### src/rtl/decode_prefix_pkg.sv
// decode_prefix_pkg: prefix byte codes, segment indices, rep/state/kind enums and the prefix record
package decode_prefix_pkg;

    localparam logic [7:0] PFX_LOCK     = 8'hF0;
    localparam logic [7:0] PFX_REPNE    = 8'hF2;
    localparam logic [7:0] PFX_REPE     = 8'hF3;
    localparam logic [7:0] PFX_OPSIZE   = 8'h66;
    localparam logic [7:0] PFX_ADDRSIZE = 8'h67;
    localparam logic [7:0] PFX_SEG_ES   = 8'h26;
    localparam logic [7:0] PFX_SEG_CS   = 8'h2E;
    localparam logic [7:0] PFX_SEG_SS   = 8'h36;
    localparam logic [7:0] PFX_SEG_DS   = 8'h3E;
    localparam logic [7:0] PFX_SEG_FS   = 8'h64;
    localparam logic [7:0] PFX_SEG_GS   = 8'h65;

    localparam logic [2:0] index_reg_seg__ES = 3'd0;
    localparam logic [2:0] index_reg_seg__CS = 3'd1;
    localparam logic [2:0] index_reg_seg__SS = 3'd2;
    localparam logic [2:0] index_reg_seg__DS = 3'd3;
    localparam logic [2:0] index_reg_seg__FS = 3'd4;
    localparam logic [2:0] index_reg_seg__GS = 3'd5;

    // Record count field is wide enough for any practical MAX_PREFIX; the top slices it to CNT_W.
    localparam int REC_CNT_W = 8;

    typedef enum logic [1:0] {REP_NONE = 2'b00, REP_NE = 2'b10, REP_E = 2'b11} rep_e;
    typedef enum logic [1:0] {S_IDLE = 2'd0, S_PREFIX = 2'd1, S_HOLD = 2'd2} state_e;
    typedef enum logic [2:0] {K_OPCODE, K_LOCK, K_REP, K_OPSIZE, K_ADDRSIZE, K_SEG} kind_e;

    typedef struct packed {
        logic                 lock;
        rep_e                 rep;
        logic                 seg_override;
        logic [2:0]           seg_index;
        logic                 opsize;
        logic                 addrsize;
        logic [REC_CNT_W-1:0] count;
        logic                 fault;
    } prefix_record_t;

    // Jcc short forms and the two-byte escape that leads to Jcc near.
    function automatic logic is_branch_opcode(input logic [7:0] b);
        return (b[7:4] == 4'h7) || (b == 8'h0F);
    endfunction

endpackage

### src/rtl/decode_prefix_accumulator_if.sv
// decode_prefix_accumulator_if: byte-in / record-out handshake bundle
//   slave  : accumulator side (consumes i_*, drives o_*)
//   master : upstream byte queue + downstream decoder side
interface decode_prefix_accumulator_if #(parameter int CNT_W = 4);
    logic             i_flush;
    logic [7:0]       i_byte;
    logic             i_valid;
    logic             o_ready;
    logic             i_default_32;
    logic             o_valid;
    logic             i_ready;
    logic [7:0]       o_opcode;
    logic             o_lock;
    logic [1:0]       o_rep;
    logic             o_seg_override;
    logic [2:0]       o_seg_index;
    logic             o_operand_32;
    logic             o_address_32;
    logic [CNT_W-1:0] o_prefix_count;
    logic             o_fault;
    logic             o_hint_taken;
    logic             o_hint_not_taken;
    modport slave (
        input  i_flush, i_byte, i_valid, i_default_32, i_ready,
        output o_ready, o_valid, o_opcode, o_lock, o_rep, o_seg_override, o_seg_index,
               o_operand_32, o_address_32, o_prefix_count, o_fault, o_hint_taken, o_hint_not_taken
    );
    modport master (
        output i_flush, i_byte, i_valid, i_default_32, i_ready,
        input  o_ready, o_valid, o_opcode, o_lock, o_rep, o_seg_override, o_seg_index,
               o_operand_32, o_address_32, o_prefix_count, o_fault, o_hint_taken, o_hint_not_taken
    );
endinterface

### src/rtl/decode_prefix_classify.sv
// decode_prefix_classify: combinational byte -> {is_prefix, kind, seg_index}
//   i_byte      : instruction byte
//   o_is_prefix : byte is one of the recognised prefixes
//   o_kind      : prefix class (K_OPCODE for non-prefix bytes)
//   o_seg_index : segment register index for segment prefixes, else 0
module decode_prefix_classify
    import decode_prefix_pkg::*;
(
    input  logic [7:0] i_byte,
    output logic       o_is_prefix,
    output kind_e      o_kind,
    output logic [2:0] o_seg_index
);
    always_comb begin
        o_kind      = K_OPCODE;
        o_seg_index = 3'd0;
        case (i_byte)
            PFX_LOCK:            o_kind = K_LOCK;
            PFX_REPNE, PFX_REPE: o_kind = K_REP;
            PFX_OPSIZE:          o_kind = K_OPSIZE;
            PFX_ADDRSIZE:        o_kind = K_ADDRSIZE;
            PFX_SEG_ES: begin o_kind = K_SEG; o_seg_index = index_reg_seg__ES; end
            PFX_SEG_CS: begin o_kind = K_SEG; o_seg_index = index_reg_seg__CS; end
            PFX_SEG_SS: begin o_kind = K_SEG; o_seg_index = index_reg_seg__SS; end
            PFX_SEG_DS: begin o_kind = K_SEG; o_seg_index = index_reg_seg__DS; end
            PFX_SEG_FS: begin o_kind = K_SEG; o_seg_index = index_reg_seg__FS; end
            PFX_SEG_GS: begin o_kind = K_SEG; o_seg_index = index_reg_seg__GS; end
            default: ;
        endcase
        o_is_prefix = (o_kind != K_OPCODE);
    end
endmodule

### src/rtl/decode_prefix_accumulator.sv
// decode_prefix_accumulator: folds a run of x86 prefix bytes into one record emitted with its opcode
//   i_clk, i_rst : clock, asynchronous active-high reset
//   bus (slave)  : byte stream in (i_byte/i_valid/o_ready), record out (o_valid/i_ready + fields),
//                  i_flush, i_default_32, branch hints
//   Optional: DECODE_PREFIX_BRANCH_HINT_EN builds the 2E/3E branch hint outputs.
module decode_prefix_accumulator
    import decode_prefix_pkg::*;
#(
    parameter int MAX_PREFIX = 14,
    parameter int CNT_W      = $clog2(MAX_PREFIX + 1)
) (
    input logic                        i_clk,
    input logic                        i_rst,
    decode_prefix_accumulator_if.slave bus
);
    state_e         r_state;
    prefix_record_t r_rec;
    logic [7:0]     r_opcode;
    logic           r_valid, r_op32, r_addr32, r_live;
    prefix_record_t w_base, w_next;
    logic           w_is_prefix, w_accept, w_full;
    kind_e          w_kind;
    logic [2:0]     w_seg_index;

    decode_prefix_classify u_classify (
        .i_byte      (bus.i_byte),
        .o_is_prefix (w_is_prefix),
        .o_kind      (w_kind),
        .o_seg_index (w_seg_index)
    );

    // r_live keeps o_ready low until the first edge after reset releases.
    assign bus.o_ready = r_live & ~bus.i_flush & ((r_state != S_HOLD) | bus.i_ready);
    assign w_accept    = bus.i_valid & bus.o_ready;
    // A byte accepted while a record is being handed off starts from a clean accumulator.
    assign w_base      = (r_state == S_HOLD) ? '0 : r_rec;
    assign w_full      = (w_base.count == REC_CNT_W'(MAX_PREFIX));

    always_comb begin
        w_next       = w_base;
        w_next.count = w_base.count + 1'b1;
        case (w_kind)
            K_LOCK:     w_next.lock     = 1'b1;
            K_REP:      w_next.rep      = bus.i_byte[0] ? REP_E : REP_NE;
            K_OPSIZE:   w_next.opsize   = 1'b1;
            K_ADDRSIZE: w_next.addrsize = 1'b1;
            K_SEG: begin
                w_next.seg_override = 1'b1;
                w_next.seg_index    = w_seg_index;
            end
            default: ;
        endcase
    end

    always_ff @(posedge i_clk or posedge i_rst) begin
        if (i_rst) begin
            r_state  <= S_IDLE;
            r_valid  <= 1'b0;
            r_rec    <= '0;
            r_opcode <= '0;
            r_op32   <= 1'b0;
            r_addr32 <= 1'b0;
            r_live   <= 1'b0;
        end else begin
            r_live <= 1'b1;
            if (bus.i_flush || (!w_accept && r_valid && bus.i_ready)) begin
                r_state  <= S_IDLE;
                r_valid  <= 1'b0;
                r_rec    <= '0;
                r_opcode <= '0;
                r_op32   <= 1'b0;
                r_addr32 <= 1'b0;
            end else if (w_accept && w_is_prefix && !w_full) begin
                r_state <= S_PREFIX;
                r_valid <= 1'b0;
                r_rec   <= w_next;
            end else if (w_accept) begin
                // Opcode byte, or an overflowing prefix that is surfaced as the opcode with a fault.
                r_state   <= S_HOLD;
                r_valid   <= 1'b1;
                r_rec     <= w_base;
                r_rec.fault <= w_is_prefix;
                r_opcode  <= bus.i_byte;
                r_op32    <= bus.i_default_32 ^ w_base.opsize;
                r_addr32  <= bus.i_default_32 ^ w_base.addrsize;
            end
        end
    end

    assign bus.o_valid        = r_valid;
    assign bus.o_opcode       = r_opcode;
    assign bus.o_lock         = r_rec.lock;
    assign bus.o_rep          = r_rec.rep;
    assign bus.o_seg_override = r_rec.seg_override;
    assign bus.o_seg_index    = r_rec.seg_index;
    assign bus.o_operand_32   = r_op32;
    assign bus.o_address_32   = r_addr32;
    assign bus.o_prefix_count = r_rec.count[CNT_W-1:0];
    assign bus.o_fault        = r_rec.fault;

`ifdef DECODE_PREFIX_BRANCH_HINT_EN
    logic r_hint_t, r_hint_nt, w_hint_branch;
    assign w_hint_branch = w_base.seg_override & is_branch_opcode(bus.i_byte);

    always_ff @(posedge i_clk or posedge i_rst) begin
        if (i_rst) begin
            r_hint_t  <= 1'b0;
            r_hint_nt <= 1'b0;
        end else if (bus.i_flush || (!w_accept && r_valid && bus.i_ready)) begin
            r_hint_t  <= 1'b0;
            r_hint_nt <= 1'b0;
        end else if (w_accept) begin
            // Only meaningful when the byte closes a record; cleared otherwise so no stale hint lingers.
            r_hint_t  <= (!w_is_prefix || w_full) && w_hint_branch && (w_base.seg_index == index_reg_seg__DS);
            r_hint_nt <= (!w_is_prefix || w_full) && w_hint_branch && (w_base.seg_index == index_reg_seg__CS);
        end
    end

    assign bus.o_hint_taken     = r_hint_t;
    assign bus.o_hint_not_taken = r_hint_nt;
`else
    assign bus.o_hint_taken     = 1'b0;
    assign bus.o_hint_not_taken = 1'b0;
`endif
endmodule

### src/flat_wrapper.sv
// flat-port wrapper written by rule: the top's interface ports become plain ports
module decode_prefix_accumulator_flat import decode_prefix_pkg::*;
#(
    parameter int MAX_PREFIX = 14,
    parameter int CNT_W      = $clog2(MAX_PREFIX + 1)
)
  (i_clk, i_rst, bus_i_flush, bus_i_byte, bus_i_valid, bus_i_default_32, bus_i_ready, bus_o_ready, bus_o_valid, bus_o_opcode, bus_o_lock, bus_o_rep, bus_o_seg_override, bus_o_seg_index, bus_o_operand_32, bus_o_address_32, bus_o_prefix_count, bus_o_fault, bus_o_hint_taken, bus_o_hint_not_taken);
  decode_prefix_accumulator_if #(.CNT_W(CNT_W)) bus_i ();
  input logic i_clk;
  input logic i_rst;
  input wire logic [$bits(bus_i.i_flush)-1:0] bus_i_flush;
  input wire logic [$bits(bus_i.i_byte)-1:0] bus_i_byte;
  input wire logic [$bits(bus_i.i_valid)-1:0] bus_i_valid;
  input wire logic [$bits(bus_i.i_default_32)-1:0] bus_i_default_32;
  input wire logic [$bits(bus_i.i_ready)-1:0] bus_i_ready;
  output wire logic [$bits(bus_i.o_ready)-1:0] bus_o_ready;
  output wire logic [$bits(bus_i.o_valid)-1:0] bus_o_valid;
  output wire logic [$bits(bus_i.o_opcode)-1:0] bus_o_opcode;
  output wire logic [$bits(bus_i.o_lock)-1:0] bus_o_lock;
  output wire logic [$bits(bus_i.o_rep)-1:0] bus_o_rep;
  output wire logic [$bits(bus_i.o_seg_override)-1:0] bus_o_seg_override;
  output wire logic [$bits(bus_i.o_seg_index)-1:0] bus_o_seg_index;
  output wire logic [$bits(bus_i.o_operand_32)-1:0] bus_o_operand_32;
  output wire logic [$bits(bus_i.o_address_32)-1:0] bus_o_address_32;
  output wire logic [$bits(bus_i.o_prefix_count)-1:0] bus_o_prefix_count;
  output wire logic [$bits(bus_i.o_fault)-1:0] bus_o_fault;
  output wire logic [$bits(bus_i.o_hint_taken)-1:0] bus_o_hint_taken;
  output wire logic [$bits(bus_i.o_hint_not_taken)-1:0] bus_o_hint_not_taken;
  assign bus_i.i_flush = bus_i_flush;
  assign bus_i.i_byte = bus_i_byte;
  assign bus_i.i_valid = bus_i_valid;
  assign bus_i.i_default_32 = bus_i_default_32;
  assign bus_i.i_ready = bus_i_ready;
  assign bus_o_ready = bus_i.o_ready;
  assign bus_o_valid = bus_i.o_valid;
  assign bus_o_opcode = bus_i.o_opcode;
  assign bus_o_lock = bus_i.o_lock;
  assign bus_o_rep = bus_i.o_rep;
  assign bus_o_seg_override = bus_i.o_seg_override;
  assign bus_o_seg_index = bus_i.o_seg_index;
  assign bus_o_operand_32 = bus_i.o_operand_32;
  assign bus_o_address_32 = bus_i.o_address_32;
  assign bus_o_prefix_count = bus_i.o_prefix_count;
  assign bus_o_fault = bus_i.o_fault;
  assign bus_o_hint_taken = bus_i.o_hint_taken;
  assign bus_o_hint_not_taken = bus_i.o_hint_not_taken;
  decode_prefix_accumulator #(.MAX_PREFIX(MAX_PREFIX), .CNT_W(CNT_W)) u_core (.i_clk(i_clk), .i_rst(i_rst), .bus(bus_i));
endmodule
### config.mk
export PLATFORM = sky130hd
export DESIGN_NAME = decode_prefix_accumulator_flat
export DESIGN_NICKNAME = d
export VERILOG_FILES = /design/src/rtl/decode_prefix_pkg.sv /design/src/rtl/decode_prefix_accumulator_if.sv /design/src/rtl/decode_prefix_classify.sv /design/src/rtl/decode_prefix_accumulator.sv /design/src/flat_wrapper.sv
export SDC_FILE = /design/constraint.sdc
export NUM_CORES = 1
export LEC_CHECK = 0
export CAP_MARGIN = 5
export CORE_AREA = 2 2 64 66
export CTS_BUF_LIST = sky130_fd_sc_hd__clkbuf_16
export DETAILED_ROUTE_END_ITERATION = 10
export DIE_AREA = 0 0 66 68
export PLACE_DENSITY = 0.79
export SYNTH_ARGS = -nofsm -noshare
export SYNTH_HDL_FRONTEND = slang
export SYNTH_SLANG_ARGS = --single-unit
### constraint.sdc
create_clock -name i_clk -period 5.9 [get_ports i_clk]
set_clock_uncertainty 0.05 [all_clocks]
set_input_delay 1.18 -clock i_clk [delete_from_list [all_inputs] [get_ports i_clk]]
set_output_delay 1.18 -clock i_clk [all_outputs]
set_load 0.03 [all_outputs]
Word level (Yosys, flattened, before mapping)
Cells that the tools add are included.
Storage, ports and cells
  flip-flop bits (word level): 32
  input bits: 14
  logic and storage cells: 84
Cells by class
  add/sub/neg operators: 1
  equality and inequality tests: 21
  mux-type cells: 27
  bitwise gates (word level): 7
  reductions and logical operators: 14
Operator list (count)
  $mux W18: 4
  $eq A8 B6 Y1 const B: 4
  $eq A8 B7 Y1 const B: 4
  $pmux W3 S5: 2
  $eq A8 B8 Y1 const B: 3
  $mux W8: 3
  $mux W1: 13
  $add A8 B1 Y8 const B: 1
  $eq A8 B4 Y1 const B: 1
  $mux W2: 4
  $eq A3 B2 Y1 const B: 2
  $eq A3 B3 Y1 const B: 2
  $reduce_bool A3 Y1: 2
  $reduce_or A6 Y1: 1
  $logic_and A1 B1 Y1: 4
  $mux W4: 1
  $reduce_and A2 Y1: 2
  $and A1 B1 Y1: 3
  $eq A3 B1 Y1 const B: 1
  $ne A3 B1 Y1 const B: 1
  $eq A2 B2 Y1 const B: 1
  $logic_not A1 Y1: 2
  $ne A2 B1 Y1 const B: 1
  $ne A2 B2 Y1 const B: 1
  other kinds (6): 7

Logic depth before layout (Yosys ltp)
  depth in word-level cells: 10
  depth in mapped cells: 9
  mapped depth without buffers: 7

By module
Synthesis repeated with hierarchy kept, for this count alone.
Unflattened totals
  cell total of the unflattened synthesis: 185
  area, all modules: 1849.3 µm²
Modules (own cells, without submodules)
  decode_prefix_accumulator: instances 1, cells an instance 166, area each 1699.1 µm²
  decode_prefix_classify: instances 1, cells an instance 19, area each 150.1 µm²

Worst setup path before layout
OpenSTA, ideal clock, no wires.
  path type: input-to-output
  start point: input port bus_i_ready
  end point: output port bus_o_ready
  arrival time: 1.964 ns
  setup slack: 2.706 ns
  cell stages on the path: 2
  buffers on the path: 0
  cells stage by stage: nor3b_2 nor3b_1
On the way
  cells in the longest elaborated chain, start to end: 2
RTL lines
  from (decl): line flat_wrapper.sv:15  | input wire logic [$bits(bus_i.i_ready)-1:0] bus_i_ready;
  $or A1 B1 Y1: line decode_prefix_accumulator.sv:33  | assign bus.o_ready = r_live & ~bus.i_flush & ((r_state != S_HOLD) | bus.i_ready);
  $and A1 B1 Y1: line decode_prefix_accumulator.sv:33
  to (decl): line flat_wrapper.sv:16  | output wire logic [$bits(bus_i.o_ready)-1:0] bus_o_ready;
Every way passes these cells.

Worst setup path in the final report
Ends and elaborated chain as after synthesis.

==> results.json <==
{
  "setup_viol": 0,
  "critPathLaunchType": "input port",
  "cp-endpoint": "bus_o_ready",
  "timing.rr.end": "u_core.bus.o_seg_index[1]$_DFFE_PP0P_",
  "slowest_delay_ns": 0.70,
  "synthArstFlopShare_pct": 100,
  "synth_area_um2": 1830,
  "avgSynthCellArea_um2": 10.2,
  "ys_seq_area_share_pct": 42.4,
  "status": "finished, final reports clean",
  "crit_cells": 4,
  "synth_top_area_share_pct": 42.4,
  "ys.warnings.count": 0,
  "cts.sinks": 31,
  "final_area_um2": 2300,
  "fmax_mhz": 254,
  "track_usage_pct": 20.1,
  "rsz0062_at_grt": "false",
  "portBuffers": 37,
  "maxSlewViolCount": 0,
  "die_w_um": 66,
  "hold_viol_final": 0,
  "power.total_mw": 0.575,
  "relSlewSlack_pct": 24.5,
  "finalCriticalPeriod_ns": 3.94,
  "antenna_found_initial": 0,
  "cts_root_buf": "clkbuf_16",
  "htreeDepth": 2,
  "die_area_um2": 4490,
  "endpoint_kind": "output pin",
  "synth_top_area_cell": "dfrtp_1",
  "clkTransAtPathRegs_ns": 0.05,
  "min_path_cells": 2,
  "worstPathArrival_ns": 2.71,
  "grt_pass1_vias": 1401,
  "slowest_stage": "clkdlybuf4s50_1",
  "clk_path_buf_depth": 2,
  "powerDensity_nw_per_um2": 250,
  "ios": 40,
  "cts_setup_buffers": 0,
  "diodes": 0,
  "crit_required_ns": 4.67,
  "fin_tns_setup_ns": 0,
  "tightestPinTransition_ns": 1.13,
  "ctsHoldBuffers": 0,
  "wl_per_cell_um": 15.4,
  "grt_max_degree": 32,
  "crit_chain": "clkdlybuf4s50_1 -> nor3b_2 -> nor3b_1 -> clkdlybuf4s50_1",
  "synth_area_leaders": "dfrtp_1 (42%), buf_4 (4.9%), a22o_1 (4.3%)",
  "startpoint": "bus_i_ready",
  "drt_pass1_iterations": 4,
  "synth_common_cells": "dfrtp_1 (31), nand2_1 (21), buf_4 (12)",
  "die_h_um": 68,
  "hold_class": "flip-flop to flip-flop",
  "cts_tree": "built",
  "route.detailed.drc": 0,
  "cts_inserted_buffers": 5,
  "synth.most_common_cell": "dfrtp_1",
  "rows": 23,
  "drv_cap": 0,
  "synthCells": 179,
  "vias": 1469,
  "critPathMostFrequentCell": "clkdlybuf4s50_1",
  "routed_via_density": 5.69,
  "core_um2": 3860,
  "synth_edf_count": 0,
  "r2r_setup_slack_ns": 2.84,
  "placed_cell_area_um2": 2140,
  "synth_top_flop_cell": "dfrtp_1",
  "area_delta_synth_final_pct": 25.8,
  "place_ws_ns": 1.94,
  "p_leak_nw": 0.972,
  "worstHoldStart": "u_core.r_rec[10]$_DFFE_PP0P_",
  "finalWirelength_mm": 3.98,
  "place_congestion": 0.792,
  "reg2regPathDepth": 7,
  "cp.buffers_inverters": 2,
  "grt_remaining_overflow": 0,
  "nets": 223,
  "initial_core_util_pct": 47.5,
  "period_share_pct": 66.8,
  "setup_ws_ns": 1.96,
  "grt_pass1_wl_mm": 6.61,
  "antenna_left": 0,
  "drive_gt1_share_pct": 11.1,
  "detailed_place_hpwl_mm": 2.85,
  "peakVddDrop_mv": 0.179,
  "critPathKind": "input port to output pin",
  "clkLatencyLatePin_ns": 0.28,
  "ctsResizeCount": 0,
  "ys_ff_latch": 31,
  "critical_path.max_fanout": 3,
  "synth_cell_types": 57,
  "drt_iter0_markers": 79,
  "cpLargestDelayFamily": "buffers and inverters",
  "rr_startpoint": "u_core.r_state[1]$_DFFE_PP0P_"
}
where the power goes:
part	total (mW)	internal, mW	switching [mW]
Combinational	0.0692	0.0263	0.0429
Clock	0.285	0.196	0.0888
Sequential	0.221	0.217	0.00335
sequential cells by signal, indices dropped and copies added, names as in the netlist:
name / cells
u_core.r_state: 2
u_core.bus.o_rep: 2
u_core.bus.o_operand_32: 1
u_core.bus.o_fault: 1
u_core.bus.o_prefix_count: 4
u_core.bus.o_lock: 1
u_core.bus.o_seg_index: 3
u_core.r_live: 1
u_core.bus.o_address_32: 1
u_core.r_rec: 6
u_core.bus.o_opcode: 8
u_core.bus.o_seg_override: 1
cell type report:
| cell class | instances | area (µm²) |
|---|---|---|
| Clock inverter | 3 | 38.8 |
| Multi-Input combinational cell | 127 | 907 |
| Sequential cell | 31 | 776 |
| Tap cell | 50 | 62.6 |
| Fill cell | 334 | 1550 |
| Timing Repair Buffer | 38 | 378 |
| Clock buffer | 5 | 125 |
| Inverter | 4 | 15.0 |
worst register-to-register path, cell delays in order, from the launching register on:
cell and delay (ns):
dfrtp_1 0.43, or2b_2 0.43, nand2_1 0.16, ha_1 0.17, nand2_1 0.09, o41ai_2 0.83, nor2_1 0.35, a311o_1 0.41
how the worst min path moves through the flow:
stage and end:
4_1_cts u_core.r_rec[10]$_DFFE_PP0P_, 2_1_floorplan u_core.r_rec[10]$_DFFE_PP0P_, 3_5_place_dp u_core.r_rec[10]$_DFFE_PP0P_, 6_report u_core.r_rec[10]$_DFFE_PP0P_, 5_1_grt u_core.r_rec[10]$_DFFE_PP0P_, 3_3_place_gp u_core.r_rec[10]$_DFFE_PP0P_
cell families (layout without fill, tap and decap cells):
kind of cell,count (synthesis),after routing,synth area share (%)
mux,2,2,1.09
xor+xnor,2,2,0.957
other cells,2,3,0.410
flops,31,31,42.4
fa+ha+maj,2,2,1.37
compound gates,48,48,22.5
buf+inv,22,50,8.27
simple gates,70,70,23.0
stage by stage:
step                instances  utilization (%)  hold WS, ns
floorplan                 180                -        0.400
global placement          250             55.5        0.415
detailed placement        250             55.5        0.420
CTS                       258             59.7        0.431
global route              258             59.7        0.454
finish                    258             59.7        0.426
metal layers:
layer | vias up | wire [µm] | track usage [%]
met1 | 704 | 1870 | 26.4
met4 | 0 | 61 | 7.40
met2 | 39 | 1880 | 31.6
met5 | - | 0 | 0
met3 | 7 | 174 | 6.09
li1 | 719 | - | -
placed cells by master, fill, tap and decap left out, types with 4 or more instances in the layout:
| cell | n |
|---|---|
| a22o_1 | 9 |
| nand2_1 | 21 |
| nor3_1 | 6 |
| o21ai_0 | 6 |
| clkbuf_16 | 5 |
| dfrtp_1 | 31 |
| nand4_1 | 5 |
| nand3_1 | 6 |
| clkdlybuf4s50_1 | 37 |
| inv_1 | 4 |
| nor2_1 | 6 |
Note: power is estimated with default switching activity, not from simulation.
